`config.mk`:
```
export PLATFORM = sky130hd
export DESIGN_NAME = ecc_75_enc_fault_detc_flat
export DESIGN_NICKNAME = d
export VERILOG_FILES = /design/src/rtl/ecc_75_enc_fault_detc_if.sv /design/src/rtl/ecc_75_enc_fault_detc.sv /design/src/flat_wrapper.sv
export SDC_FILE = /design/constraint.sdc
export NUM_CORES = 1
export LEC_CHECK = 0
export CORE_MARGIN = 8
export CORE_UTILIZATION = 50
export DETAILED_ROUTE_END_ITERATION = 10
export HOLD_SLACK_MARGIN = 0.15
export PLACE_DENSITY = 0.8
export SKIP_CTS_REPAIR_TIMING = 1
export SYNTH_ARGS = -nofsm -noshare
export SYNTH_HDL_FRONTEND = slang
export SYNTH_SLANG_ARGS = --single-unit
```
`constraint.sdc`:
```
create_clock -name clk -period 4.9 [get_ports clk]
set_clock_uncertainty 0.05 [all_clocks]
set_input_delay 0.98 -clock clk [delete_from_list [all_inputs] [get_ports clk]]
set_output_delay 0.98 -clock clk [all_outputs]
set_load 0.02 [all_outputs]
```
`src/rtl/ecc_75_enc_fault_detc_if.sv`:
```
// Purpose : write-side beat bus for the 75-bit ECC encoder (input beat + encoded output beat).
// Latency : none; signal bundle only.
// Backpressure: valid/ready on both sides; in_ready/out_valid are driven by the encoder.
// Ports   : in_valid/in_ready/data_in (write port), out_valid/out_ready/data_out/parity_out/ecc_fault (RAM side).
interface ecc_75_enc_fault_detc_if #(
  parameter int DATA_WIDTH   = 75,
  parameter int PARITY_WIDTH = 8
);
  logic                    in_valid;
  logic                    in_ready;
  logic [DATA_WIDTH-1:0]   data_in;
  logic                    out_valid;
  logic                    out_ready;
  logic [DATA_WIDTH-1:0]   data_out;
  logic [PARITY_WIDTH-1:0] parity_out;
  logic                    ecc_fault;

  // master: FIFO write side + RAM sink; slave: the encoder itself
  modport master (
    output in_valid, data_in, out_ready,
    input  in_ready, out_valid, data_out, parity_out, ecc_fault
  );

  modport slave (
    input  in_valid, data_in, out_ready,
    output in_ready, out_valid, data_out, parity_out, ecc_fault
  );
endinterface

```
`src/rtl/ecc_75_enc_fault_detc.sv`:
```
// Purpose : SEC-DED write-side encoder with duplicated encoder copies compared per beat for fault detection.
// Latency : beat accepted at edge N is presented (out_valid=1) after edge N+1; full throughput with out_ready=1.
// Backpressure: s1 holds while out_ready=0, s0 absorbs one more beat, then in_ready drops.
// Ports   : clk, rst (sync, active-high); ecc_fault_detc_en/bypass/inject_en sampled with the beat;
//           fault_clr clears sticky+counter; bus = beat interface; ecc_fault_sticky, fault_cnt (saturating).
module ecc_75_enc_fault_detc #(
  parameter int DATA_WIDTH      = 75,
  parameter int PARITY_WIDTH    = 8,
  parameter int FAULT_CNT_WIDTH = 8
) (
  input  logic                       clk,
  input  logic                       rst,
  input  logic                       ecc_fault_detc_en,
  input  logic                       bypass,
  input  logic                       inject_en,
  input  logic                       fault_clr,
  ecc_75_enc_fault_detc_if.slave     bus,
  output logic                       ecc_fault_sticky,
  output logic [FAULT_CNT_WIDTH-1:0] fault_cnt
);

  // Hamming bits; the top parity bit is the overall parity
  localparam int HW   = PARITY_WIDTH - 1;
  localparam int NPOS = DATA_WIDTH + HW;

  // Selects the data bits that feed Hamming bit b. Data bits occupy codeword
  // positions 1..NPOS that are not powers of two, in ascending order.
  function automatic logic [DATA_WIDTH-1:0] hmask(input int b);
    logic [DATA_WIDTH-1:0] m;
    int                    k;
    m = '0;
    k = 0;
    for (int pos = 1; pos <= NPOS; pos++) begin
      if ((pos & (pos - 1)) != 0) begin
        if (((pos >> b) & 1) != 0) begin
          m = m | ({{(DATA_WIDTH-1){1'b0}}, 1'b1} << k);
        end
        k++;
      end
    end
    return m;
  endfunction

  // Stage 0 registers
  logic                  s0_valid;
  logic [DATA_WIDTH-1:0] s0_data;
  logic                  s0_bypass;
  logic                  s0_inject;
  logic                  s0_en;

  // Stage 1 registers
  logic                    s1_valid;
  logic [DATA_WIDTH-1:0]   s1_data;
  logic [PARITY_WIDTH-1:0] s1_parity;
  logic                    s1_fault;

  // Two encoder copies evaluated from the s0 register
  logic [HW-1:0]           ham0;
  logic [HW-1:0]           ham1;
  logic [PARITY_WIDTH-1:0] par0;
  logic [PARITY_WIDTH-1:0] par1;
  logic                    mism;

  for (genvar b = 0; b < HW; b++) begin : g_ham
    localparam logic [DATA_WIDTH-1:0] MASK = hmask(b);
    assign ham0[b] = ^(s0_data & MASK);
    assign ham1[b] = ^(s0_data & MASK);
  end

  always_comb begin
    par0 = '0;
    par1 = '0;
    if (!s0_bypass) begin
      par0 = {(^s0_data) ^ (^ham0), ham0};
      par1 = {(^s0_data) ^ (^ham1), ham1};
    end
    // fault injection corrupts only the checking copy, so parity_out stays valid
    par1 = par1 ^ {{(PARITY_WIDTH-1){1'b0}}, s0_inject};
    mism = (par0 != par1) && s0_en;
  end

  logic s1_load;
  logic s0_take;

  always_comb begin
    s1_load = s0_valid && (!s1_valid || bus.out_ready);
    // in_ready from s0 occupancy and the s1 move, never from in_valid
    bus.in_ready = !s0_valid || s1_load;
    s0_take = bus.in_valid && bus.in_ready;
  end

  always_ff @(posedge clk) begin
    if (rst) begin
      s0_valid         <= 1'b0;
      s0_data          <= '0;
      s0_bypass        <= 1'b0;
      s0_inject        <= 1'b0;
      s0_en            <= 1'b0;
      s1_valid         <= 1'b0;
      s1_data          <= '0;
      s1_parity        <= '0;
      s1_fault         <= 1'b0;
      fault_cnt        <= '0;
      ecc_fault_sticky <= 1'b0;
    end else begin
      if (s0_take) begin
        s0_valid  <= 1'b1;
        s0_data   <= bus.data_in;
        s0_bypass <= bypass;
        s0_inject <= inject_en;
        s0_en     <= ecc_fault_detc_en;
      end else if (s1_load) begin
        s0_valid <= 1'b0;
      end

      if (s1_load) begin
        s1_valid  <= 1'b1;
        s1_data   <= s0_data;
        s1_parity <= par0;
        s1_fault  <= mism;
      end else if (bus.out_ready) begin
        s1_valid <= 1'b0;
      end

      // clear wins over a same-edge faulty load
      if (fault_clr) begin
        fault_cnt        <= '0;
        ecc_fault_sticky <= 1'b0;
      end else if (s1_load && mism) begin
        ecc_fault_sticky <= 1'b1;
        if (fault_cnt != '1) begin
          fault_cnt <= fault_cnt + 1'b1;
        end
      end
    end
  end

  assign bus.out_valid  = s1_valid;
  assign bus.data_out   = s1_data;
  assign bus.parity_out = s1_parity;
  assign bus.ecc_fault  = s1_fault;

endmodule

```
`src/flat_wrapper.sv`:
```
// flat-port wrapper written by rule: the top's interface ports become plain ports
module ecc_75_enc_fault_detc_flat 
#(
  parameter int DATA_WIDTH      = 75,
  parameter int PARITY_WIDTH    = 8,
  parameter int FAULT_CNT_WIDTH = 8
)
  (clk, rst, ecc_fault_detc_en, bypass, inject_en, fault_clr, ecc_fault_sticky, fault_cnt, bus_in_valid, bus_data_in, bus_out_ready, bus_in_ready, bus_out_valid, bus_data_out, bus_parity_out, bus_ecc_fault);
  ecc_75_enc_fault_detc_if #(.DATA_WIDTH(DATA_WIDTH), .PARITY_WIDTH(PARITY_WIDTH)) bus_i ();
  input  logic clk;
  input  logic rst;
  input  logic ecc_fault_detc_en;
  input  logic bypass;
  input  logic inject_en;
  input  logic fault_clr;
  output logic ecc_fault_sticky;
  output logic [FAULT_CNT_WIDTH-1:0] fault_cnt;
  input wire logic [$bits(bus_i.in_valid)-1:0] bus_in_valid;
  input wire logic [$bits(bus_i.data_in)-1:0] bus_data_in;
  input wire logic [$bits(bus_i.out_ready)-1:0] bus_out_ready;
  output wire logic [$bits(bus_i.in_ready)-1:0] bus_in_ready;
  output wire logic [$bits(bus_i.out_valid)-1:0] bus_out_valid;
  output wire logic [$bits(bus_i.data_out)-1:0] bus_data_out;
  output wire logic [$bits(bus_i.parity_out)-1:0] bus_parity_out;
  output wire logic [$bits(bus_i.ecc_fault)-1:0] bus_ecc_fault;
  assign bus_i.in_valid = bus_in_valid;
  assign bus_i.data_in = bus_data_in;
  assign bus_i.out_ready = bus_out_ready;
  assign bus_in_ready = bus_i.in_ready;
  assign bus_out_valid = bus_i.out_valid;
  assign bus_data_out = bus_i.data_out;
  assign bus_parity_out = bus_i.parity_out;
  assign bus_ecc_fault = bus_i.ecc_fault;
  ecc_75_enc_fault_detc #(.DATA_WIDTH(DATA_WIDTH), .PARITY_WIDTH(PARITY_WIDTH), .FAULT_CNT_WIDTH(FAULT_CNT_WIDTH)) u_core (.clk(clk), .rst(rst), .ecc_fault_detc_en(ecc_fault_detc_en), .bypass(bypass), .inject_en(inject_en), .fault_clr(fault_clr), .bus(bus_i), .ecc_fault_sticky(ecc_fault_sticky), .fault_cnt(fault_cnt));
endmodule
```
==> impl_metrics.ini <==
[status]
outcome = completed

[power_and_ir_drop]
ir_drop_uv = 400
power.density_nw_per_um2 = 418
p_leak_nw = 3.62

[die]
die_h_um = 138
coreArea_um2 = 14500
io_pins = 178
initial_core_util_pct = 51.1
die_w_um = 138
placementRows = 44
die_area_um2 = 18900

[route]
drc = 0
wl_met3_um = 1800
dr.pass1.iters = 5
wl_met2_um = 9580
vias_per_cell = 5.09
wl_met1_um = 8480
dr_total_vias = 6200
routed_wl_um = 20100
drt_iter0_drc = 431
wl_per_cell_um = 16.5
top_layer = met4
ant_nets = 0

[clock_network]
cts_made_buffers = 17
htreeDepth = 4
path_clk_slew_ns = 0.06
clk_latency_ns = 0.42
root_buffer = clkbuf_16
cts_max_path_buffers = 2
clock-sinks = 173
cts_tree = done

[sta]
slew_viol_final = 0
fin_setup_tns_ns = 0
fmax_mhz = 305
setup_viol = 0
rsz0062_at_grt = no
hold_violations = 0
post-route-period-util_pct = 66.9
fin_ws_ns = 1.62
min_period_ns = 3.28
slew_headroom_pct = 33.2
worst_slew_pin_slew_ns = 1.00

[final_layout]
drive_above_1_share_pct = 4.16
fin_nets = 1107
syn_to_final_growth_pct = 33.3
nFillCells = 1175
n_antenna_cell = 0

[logic_synthesis]
ys_types = 27
synthCells = 876
yosysTopAreaCell = dfxtp_1
ys.flop_type = dfxtp_1
yosysMostFrequentCell = nand2_1
avgSynthCellArea_um2 = 8.44
synth.area.top_cells = dfxtp_1 47%, nand2_1 16%, a21oi_1 11%, xnor2_1 11%, xnor3_1 6.4%
ys_seq_area_share_pct = 46.9
synth_edf_count = 0
synth-seq-cells = 173
ys_warn_count = 0
synth_common_cells = 311 x nand2_1, 173 x dfxtp_1, 158 x a21oi_1
synthesis.area_um2 = 7390
synth.net_count = 960
async_reset_ff_share_pct = 0
synth_top_area_share_pct = 46.9

[min_path]
hold_class = flop to flop

[worst_setup_path]
crit_required_ns = 3.87
setup.worst_path.end_class = output pin
crit_type = input pin to output pin
worstPathArrival_ns = 2.25
cp_max_fo = 3
start_kind = input pin

[global_routing]
grt_usage_pct = 21.1
grt_pass1_vias = 6092
grt_first_pass_wirelength_um = 31300
grt_max_degree = 100
antenna_found_initial = 0
gr-total-overflow = 0

[run]
maxCapViolations = 0

[placement]
hpwl_um = 14000
gp_congestion = 0.801
io_buffers = 177
pre_cts_ws_ns = 1.63
## layer usage
metal / global-route usage, % / up-vias
met4: 5.79 / 0
met1: 26.3 / 2894
met3: 7.18 / 20
met5: 0 / -
li1: - / 3110
met2: 34.2 / 176
## power breakdown
part / internal, mW / switching [mW]
Combinational: 0.673 / 0.485
Sequential: 1.48 / 0.0699
Clock: 0.863 / 0.547
## cell usage in the layout (no fill, tap or decap), types with 2 or more instances in the layout
| cell type | instances |
|---|---|
| a21oi_1 | 158 |
| and2_2 | 2 |
| clkbuf_16 | 17 |
| clkinvlp_4 | 3 |
| xnor2_1 | 90 |
| a22oi_1 | 7 |
| xnor3_2 | 2 |
| xor2_1 | 19 |
| or3_1 | 2 |
| xnor3_1 | 21 |
| nor2_1 | 19 |
| clkdlybuf4s50_1 | 176 |
| buf_4 | 6 |
| o21ai_0 | 2 |
| clkbuf_1 | 2 |
| nand4_1 | 3 |
| dfxtp_1 | 173 |
| nand2_1 | 309 |
| and3_1 | 2 |
| bufinv_16 | 4 |
## per-stage QoR
step                      utilization [%]  hold WS, ns  instance area, um^2  instances  total power [mW]
after floorplan                         -        0.395                 7390        876              2.45
after global placement               63.8        0.391                 9240       1188              2.71
after CTS                            68.0        0.405                 9850       1218              4.13
after detailed placement             63.8        0.396                 9240       1188              2.73
final                                68.0        0.403                 9850       1218              4.12
after global routing                 68.0        0.416                 9850       1218              4.29
## worst max-delay path, stage by stage
cell             delay [ns]
clkdlybuf4s50_1        0.41
nor2b_1                0.18
nand2_1                0.12
clkdlybuf4s50_1        0.56
## sequential cells by signal, indices dropped and copies added (netlist names)
register / count
u_core.bus.out_valid: 1
u_core.s0_valid: 1
u_core.s0_bypass: 1
u_core.s0_en: 1
u_core.ecc_fault_sticky: 1
u_core.s0_data: 75
u_core.bus.parity_out: 8
u_core.bus.ecc_fault: 1
u_core.bus.data_out: 75
u_core.s0_inject: 1
u_core.fault_cnt: 8
## cells by family (layout without fill, tap and decap cells)
family                   Yosys count  count (layout)  synth area share (%)
AND/OR/NAND/NOR                  345             345                  18.0
flip-flops                       173             173                  46.9
AO/OA/AOI/OAI                    169             169                  11.9
XOR/XNOR                         133             133                  20.2
buffers and inverters             54             212                  2.74
adder cells (fa/ha/maj)            1               1                 0.169
multiplexers                       1               1                 0.135
## path summary, 6_finish.rpt
| path | from | endpoint | slack [ns] | cells past startpoint |
|---|---|---|---|---|
| min reg2reg | u_core.bus.data_out[35] | u_core.bus.data_out[35] | 0.40 | 2 |
| min | u_core.bus.data_out[35] | u_core.bus.data_out[35] | 0.40 | 2 |
| max | bus_out_ready | bus_in_ready | 1.62 | 4 |
| max reg2reg | u_core.s0_data[50] | u_core.bus.parity_out[7] | 2.06 | 7 |
## layout make-up
type / instances / area, um^2 / share of cell area, %
timing repair buffer: 182 / 1810 / 18.3
tap: 184 / 230 / 2.34
sequential: 173 / 3460 / 35.2
clock inverter: 10 / 165 / 1.68
clock buffer: 20 / 447 / 4.53
multi-input combinational: 649 / 3740 / 38.0
Power figures use the tool's default switching activity.
